## config.mk

```make
export PLATFORM = sky130hd
export DESIGN_NAME = clock_counter
export DESIGN_NICKNAME = d
export VERILOG_FILES = /design/src/rtl/clock_pkg.sv /design/src/rtl/tick_gen.sv /design/src/rtl/clock_counter.sv
export SDC_FILE = /design/constraint.sdc
export NUM_CORES = 1
export LEC_CHECK = 0
export ABC_AREA = 1
export BUFFER_PORTS_ARGS = -buffer_cell sky130_fd_sc_hd__buf_4
export CAP_MARGIN = 20
export CORE_ASPECT_RATIO = 0.75
export CORE_MARGIN = 5
export CORE_UTILIZATION = 55
export DETAILED_ROUTE_END_ITERATION = 6
export PLACE_DENSITY = 0.76
export SETUP_SLACK_MARGIN = 0.4
export SYNTH_ARGS = -nofsm -noshare
export SYNTH_HDL_FRONTEND = slang
export SYNTH_SLANG_ARGS = --single-unit
```

## constraint.sdc

```tcl
create_clock -name clk -period 2.1 [get_ports clk]
set_input_delay 0.105 -clock clk [delete_from_list [all_inputs] [get_ports clk]]
set_output_delay 0.105 -clock clk [all_outputs]
set_load 0.01 [all_outputs]
```

## src/rtl/clock_pkg.sv

```systemverilog
// clock_pkg: shared limits, widths and state encoding for the time-of-day path.
// The setup stage reuses HOUR_MAX / MIN_MAX to bound what the user may enter.
// Contents:
//   TIME_W                     width of every hour/minute/second field
//   HOUR_MAX, MIN_MAX, SEC_MAX largest legal value of each field
//   state_t                    ST_UNSET (no time loaded yet) / ST_RUN
//   limit_or_zero()            replaces an out-of-range field with 0
package clock_pkg;

  localparam int TIME_W = 7;

  localparam logic [TIME_W-1:0] HOUR_MAX = 7'd23;
  localparam logic [TIME_W-1:0] MIN_MAX  = 7'd59;
  localparam logic [TIME_W-1:0] SEC_MAX  = 7'd59;

  typedef enum logic {
    ST_UNSET = 1'b0,
    ST_RUN   = 1'b1
  } state_t;

  // An illegal entry becomes 0, so no out-of-range value ever reaches the outputs.
  function automatic logic [TIME_W-1:0] limit_or_zero(input logic [TIME_W-1:0] v,
                                                      input logic [TIME_W-1:0] max_v);
    return (v > max_v) ? '0 : v;
  endfunction

endpackage

```

## src/rtl/tick_gen.sv

```systemverilog
// tick_gen: prescaler that turns CLK_FREQ clk cycles into one tick.
// Parameters:
//   CLK_FREQ  clk cycles per tick; the terminal count is CLK_FREQ-1
//   PRESC_W   counter width; 2**PRESC_W must exceed CLK_FREQ
// Ports:
//   clk, reset  system clock, asynchronous active-high reset
//   enable      1 = count this cycle; 0 = hold, so no partial interval is lost
//   clear       restart the interval from 0; wins over enable
//   tick        combinational, high in the cycle the counter wraps
module tick_gen #(
  parameter int CLK_FREQ = 62_500_000,
  parameter int PRESC_W  = 30
) (
  input  logic clk,
  input  logic reset,
  input  logic enable,
  input  logic clear,
  output logic tick
);

  localparam logic [PRESC_W-1:0] TERM = PRESC_W'(CLK_FREQ - 1);

  logic [PRESC_W-1:0] cnt;

  assign tick = enable & ~clear & (cnt == TERM);

  always_ff @(posedge clk or posedge reset) begin
    if (reset) begin
      cnt <= '0;
    end else if (clear) begin
      cnt <= '0;
    end else if (enable) begin
      cnt <= (cnt == TERM) ? '0 : cnt + PRESC_W'(1);
    end
  end

endmodule

```

## src/rtl/clock_counter.sv

```systemverilog
// clock_counter: time-of-day counter fed by the setup stage.
// Loads the user-set hour/minute on a rising edge of setup_ready, then counts
// seconds, minutes and hours from a 1 Hz tick produced by tick_gen.
// Parameters:
//   CLK_FREQ, PRESC_W  passed to the prescaler (clk cycles per second, width)
// Ports:
//   clk, reset                 system clock, asynchronous active-high reset
//   setup_hour, setup_minute   time entered upstream (out-of-range -> 0)
//   setup_ready                load request level; only its rising edge acts
//   run_en                     1 = time advances, 0 = frozen (prescaler held)
//   hour, minute, second       current time, always within 0..23 / 0..59 / 0..59
//   sec_tick                   one-cycle pulse with each new second value
//   day_rollover               one-cycle pulse when 23:59:59 becomes 00:00:00
//   time_valid                 0 until the first load, then 1
//   state_dbg                  current FSM state, for observation only
//   hour12, pm                 12-hour view of hour (only with HOUR12_EN)
// Build option: define HOUR12_EN to add the hour12/pm outputs.
//
// Handshake: setup_ready is a level held for about a second by the setup stage;
// there is no ready/acknowledge back. A load happens once per rising edge seen
// after reset release; setup_hour/setup_minute must be valid in that cycle.
module clock_counter
  import clock_pkg::*;
#(
  parameter int CLK_FREQ = 62_500_000,
  parameter int PRESC_W  = 30
) (
  input  logic              clk,
  input  logic              reset,
  input  logic [TIME_W-1:0] setup_hour,
  input  logic [TIME_W-1:0] setup_minute,
  input  logic              setup_ready,
  input  logic              run_en,
  output logic [TIME_W-1:0] hour,
  output logic [TIME_W-1:0] minute,
  output logic [TIME_W-1:0] second,
  output logic              sec_tick,
  output logic              day_rollover,
  output logic              time_valid,
  output state_t            state_dbg
`ifdef HOUR12_EN
  ,
  output logic [TIME_W-1:0] hour12,
  output logic              pm
`endif
);

  state_t state, state_nx;
  logic   setup_ready_q;
  logic   edge_armed;
  logic   load;
  logic   count_en;
  logic   tick;

  // edge_armed is 0 only in the first cycle after reset release. That cycle
  // lets setup_ready_q catch up with a level that was already high across the
  // reset, so a held request cannot masquerade as a fresh rising edge.
  assign load     = edge_armed & setup_ready & ~setup_ready_q;
  // A load restarts the second, so any tick coinciding with it is discarded.
  assign count_en = (state == ST_RUN) & run_en & ~load;

  tick_gen #(
    .CLK_FREQ (CLK_FREQ),
    .PRESC_W  (PRESC_W)
  ) u_tick_gen (
    .clk    (clk),
    .reset  (reset),
    .enable (count_en),
    .clear  (load),
    .tick   (tick)
  );

  // State register.
  always_ff @(posedge clk or posedge reset) begin
    if (reset) begin
      state <= ST_UNSET;
    end else begin
      state <= state_nx;
    end
  end

  // Next state: leave UNSET on the first load; RUN is only left through reset.
  always_comb begin
    state_nx = state;
    case (state)
      ST_UNSET: if (load) state_nx = ST_RUN;
      ST_RUN:   state_nx = ST_RUN;
      default:  state_nx = ST_UNSET;
    endcase
  end

  assign state_dbg = state;

  // Time fields and strobes.
  always_ff @(posedge clk or posedge reset) begin
    if (reset) begin
      setup_ready_q <= 1'b0;
      edge_armed    <= 1'b0;
      hour          <= '0;
      minute        <= '0;
      second        <= '0;
      sec_tick      <= 1'b0;
      day_rollover  <= 1'b0;
      time_valid    <= 1'b0;
    end else begin
      setup_ready_q <= setup_ready;
      edge_armed    <= 1'b1;
      sec_tick      <= 1'b0;
      day_rollover  <= 1'b0;
      if (load) begin
        hour       <= limit_or_zero(setup_hour, HOUR_MAX);
        minute     <= limit_or_zero(setup_minute, MIN_MAX);
        second     <= '0;
        time_valid <= 1'b1;
      end else if (tick) begin
        sec_tick     <= 1'b1;
        day_rollover <= (hour == HOUR_MAX) && (minute == MIN_MAX) && (second == SEC_MAX);
        if (second == SEC_MAX) begin
          second <= '0;
          if (minute == MIN_MAX) begin
            minute <= '0;
            hour   <= (hour == HOUR_MAX) ? '0 : hour + 7'd1;
          end else begin
            minute <= minute + 7'd1;
          end
        end else begin
          second <= second + 7'd1;
        end
      end
    end
  end

`ifdef HOUR12_EN
  // 0 -> 12 AM, 1..11 AM, 12 -> 12 PM, 13..23 -> 1..11 PM.
  always_comb begin
    hour12 = hour;
    pm     = (hour >= 7'd12);
    if (hour == 7'd0) begin
      hour12 = 7'd12;
    end else if (hour > 7'd12) begin
      hour12 = hour - 7'd12;
    end
  end
`endif

endmodule
```

==> results.txt <==
----------------------------------------------------
[CTS]
  CTS H-tree depth ... 3
  Number of buffers added by the clock tree synthesis step ... 9
  CTS root buffer ... sky130_fd_sc_hd__clkbuf_8
  Later-pin clock latency in the skew report ... ~0.34 ns
  Clock sink count ... 57
  CTS tree ... built
  Clock input transition at the sequential cells of the worst setup and hold paths ... approximately 0.07 ns
  Maximum root-to-sink buffer count ... 2

[Outcome]
  Result of the run ... completed

[Timing]
  Tmin final ... between 1.5 and 2 ns
  Final-report setup violation count ... 0
  Final Cycle Share ... 0.8251
  Slew at the pin closest to its max-slew limit ... 0.7264 ns
  Total Neg Setup Slack ... 0 ns
  Relative max-transition margin ... 0.5157
  Max-slew violation count ... 0
  Maximum achievable frequency ... roughly 580 MHz
  Final hold violation count ... 0
  Setup repair after global routing missed its margin ... yes
  PnR worst setup slack ... between 0.3 and 0.4 ns
  Final clock skew ... 0.007536 ns

[Final layout]
  Layout cells sized above 1 ... 0.2177
  Layout-stage area growth over the synthesis result ... 21.53%
  Layout net count ... ~640
  Count of antenna diodes in the layout ... 0

[Floorplanning]
  Site row count ... 26
  Number of placed I/O pins ... 43
  CORE AREA ... 6799 um2
  Width of the die ... 106.2 um
  Starting density of the core ... 0.5616
  Area enclosed by the die boundary ... 8727 um2
  Floorplan die height ... 82.16 um

[GRT]
  GR Overflow Total ... 0
  Global-route wire length before repair ... around 17000 um
  Via count of the first global-routing pass ... 3574
  Most utilized layer in the global route result ... met2
  Met1 layer usage reported by global route ... 0.3422
  Number of antenna violations at the first check in global routing ... 0
  Total global-route track usage ... 0.2429
  Met2 track demand over resource in global routing ... 0.3710
  Met3 demand-to-capacity share in global routing ... 0.05905
  Pin count of the biggest net entering global routing ... 58

[Yosys]
  Average footprint of a synthesized cell ... a little under 7 um2
  Sequential-to-total area share from yosys stat ... 0.3735
  Count of state elements after synthesis ... 57
  Post-synth EDFFs ... 0
  Post-Synthesis Net Count ... 573
  Post-synthesis instance total ... 551
  Cell with the most instances after synthesis ... sky130_fd_sc_hd__nand2_1
  Share of flip-flops with an asynchronous set or reset after synthesis ... 1.000
  Leading cell types by total area after synthesis ... sky130_fd_sc_hd__dfrtp_1 37%, sky130_fd_sc_hd__nand2_1 20%, sky130_fd_sc_hd__nand3_1 7.5%
  Most area-hungry cell type in the Yosys netlist ... sky130_fd_sc_hd__dfrtp_1
  Post-synth top flop ... sky130_fd_sc_hd__dfrtp_1
  Total of warnings raised by yosys ... 0
  List of most frequent post-synthesis cells ... 201 x sky130_fd_sc_hd__nand2_1, 62 x sky130_fd_sc_hd__nor2_1, 57 x sky130_fd_sc_hd__dfrtp_1, 57 x sky130_fd_sc_hd__nand3_1, 47 x sky130_fd_sc_hd__inv_1
  Proportion of netlist area held by the largest area contributor ... 0.3735
  Synth unique cells ... 34
  Netlist Area Pre-Place ... between 3000 and 4000 um2

[Worst setup path]
  Worst Path Class, Setup ... flop to flop
  Largest fanout of any net on the critical path ... 9
  Worst path arrival time ... 2.01 ns
  Capture point of the worst reg-to-reg path ... minute[5]$_DFFE_PP0P_
  Required time at the endpoint of the critical path ... 2.38 ns
  Number of cell instances on the worst register-to-register path ... 11
  Launching element type of the critical path ... flop
  Worst reg2reg path startpoint ... u_tick_gen.cnt[1]$_DFFE_PP0P_
  Setup slack on the worst flop-to-flop path ... 0.37 ns
  Element type at the critical path end ... flop

[Hold path]
  Hold path start ... setup_hour[1]
  Worst hold stages ... 5
  Path class of the lowest-slack min-delay path ... input port to flop
  Min-Delay Endpoint ... hour[1]$_DFFE_PP0P_

[Power]
  Overall power consumption ... 2.797 mW
  Power density over cell area ... 602.8 nW/um2
  Cell leakage power ... 2.162 nW
  Worst vdd rail ir drop ... around 0.47 mV

[Place]
  Setup slack after placement ... 0.2711 ns
  Number of port buffers ... 42
  Placed wire-length estimate ... 7229 um
  Global placement routability congestion ... 0.8964

[Routing]
  Initial drt markers ... roughly 270
  Via density per instance ... about 5.4
  Average routed wire per standard cell ... about 15 um
  Detailed Routing Iterations Pass 1 ... 4
  Overall routed net length ... 10240 um
  Vias post-DR ... around 3800
  Count of antenna-violating nets left after detailed routing ... 0
  Count of unresolved DRC violations after routing ... 0

[Job]
  Max-cap violations ... 0

----------------------------------------------------
-- per-layer routing --
layer	up-vias	part of all wire
li1	1888	-
met1	1784	0.46
met2	142	0.45
met3	20	0.073
met4	0	0.018
met5	-	0
-- registers in the layout, summed over array words and instances (netlist names) --
signal	flops
u_tick_gen.cnt	30
hour	7
minute	7
second	7
day_rollover	1
edge_armed	1
sec_tick	1
setup_ready_q	1
state_dbg	1
time_valid	1
-- worst max-delay path: stages, from the launching register on --
cell,delay [ns]
sky130_fd_sc_hd__dfrtp_1,0.39
sky130_fd_sc_hd__ha_2,0.23
sky130_fd_sc_hd__nand2_4,0.07
sky130_fd_sc_hd__nor2_4,0.14
sky130_fd_sc_hd__nand3_2,0.07
sky130_fd_sc_hd__nor2_1,0.09
sky130_fd_sc_hd__nand3_1,0.11
sky130_fd_sc_hd__nand2_4,0.15
sky130_fd_sc_hd__buf_4,0.15
sky130_fd_sc_hd__buf_12,0.11
sky130_fd_sc_hd__nand3_1,0.08
sky130_fd_sc_hd__nand2_1,0.08
-- area by class of cell --
type | instances | area [um2]
clock inverter | 5 | 77.57
inverter | 52 | 201.4
fill | 554 | 2158
tap | 84 | 105.1
multi-input combinational | 434 | 2201
sequential | 57 | 1429
clock buffer | 11 | 151.4
timing repair buffer | 61 | 475.5
-- how the worst max path moves through the flow --
stage	start	cells past startpoint	end
after floorplan	second[0]$_DFFE_PP0P_	9	hour[4]$_DFFE_PP0P_
after global placement	u_tick_gen.cnt[0]$_DFFE_PP0P_	10	second[3]$_DFFE_PP0P_
after global routing	u_tick_gen.cnt[1]$_DFFE_PP0P_	11	minute[5]$_DFFE_PP0P_
after CTS	u_tick_gen.cnt[0]$_DFFE_PP0P_	10	hour[6]$_DFFE_PP0P_
final	u_tick_gen.cnt[1]$_DFFE_PP0P_	11	minute[5]$_DFFE_PP0P_
after detailed placement	u_tick_gen.cnt[0]$_DFFE_PP0P_	10	second[3]$_DFFE_PP0P_
-- stage by stage --
step | instance area [um2] | std cells | utilization | hold WS, ns
3_5_place_dp | 4215 | 674 | 0.6200 | 0.2276
5_1_grt | 4641 | 704 | 0.6826 | 0.1299
2_1_floorplan | 3819 | 551 | - | 0.1364
6_report | 4641 | 704 | 0.6826 | 0.1174
3_3_place_gp | 4215 | 674 | 0.6200 | 0.2256
4_1_cts | 4521 | 697 | 0.6649 | 0.09152
-- power by group --
part           total (mW)  switching (mW)  internal [mW]
registers            1.22          0.0674           1.15
clock network        1.18           0.453          0.728
logic               0.399           0.225          0.174
total                2.80           0.746           2.05
-- cell families (layout without fill, tap and decap cells) --
family,Yosys count,in the layout,synth area share
compound gates,37,37,0.06783
buf+inv,60,129,0.06717
flops,57,57,0.3735
simple gates,374,374,0.4361
xor+xnor,18,18,0.04129
other cells,1,1,0.0009820
fa+ha+maj,4,4,0.01311
-- layout by cell type, fill, tap and decap left out, drive strengths merged, types with 2 or more instances in the layout --
cell type and count:
clkinv 2, nand3 59, a21oi 2, o21ai 21, dfrtp 57, bufinv 2, ha 4, clkbuf 11
o22ai 8, xnor2 3, nor3 6, clkinvlp 2, buf 59, o21bai 4, nand4 13, xor2 15
nor2 81, or2 3, nand2 209, dlygate4sd3 2, inv 51
-- timing repair --
| action | CTS | global route |
|---|---|---|
| hold buffers | 2 | 0 |
| cloned | 0 | 0 |
| resized for setup | 2 | 19 |
| endpoints found under the setup margin | 21 | 48 |
| pin swaps | 2 | 6 |
| hold endpoints to repair | 18 | 0 |
| buffers inserted | 5 | 7 |
Note: power is estimated with default switching activity, not from simulation.
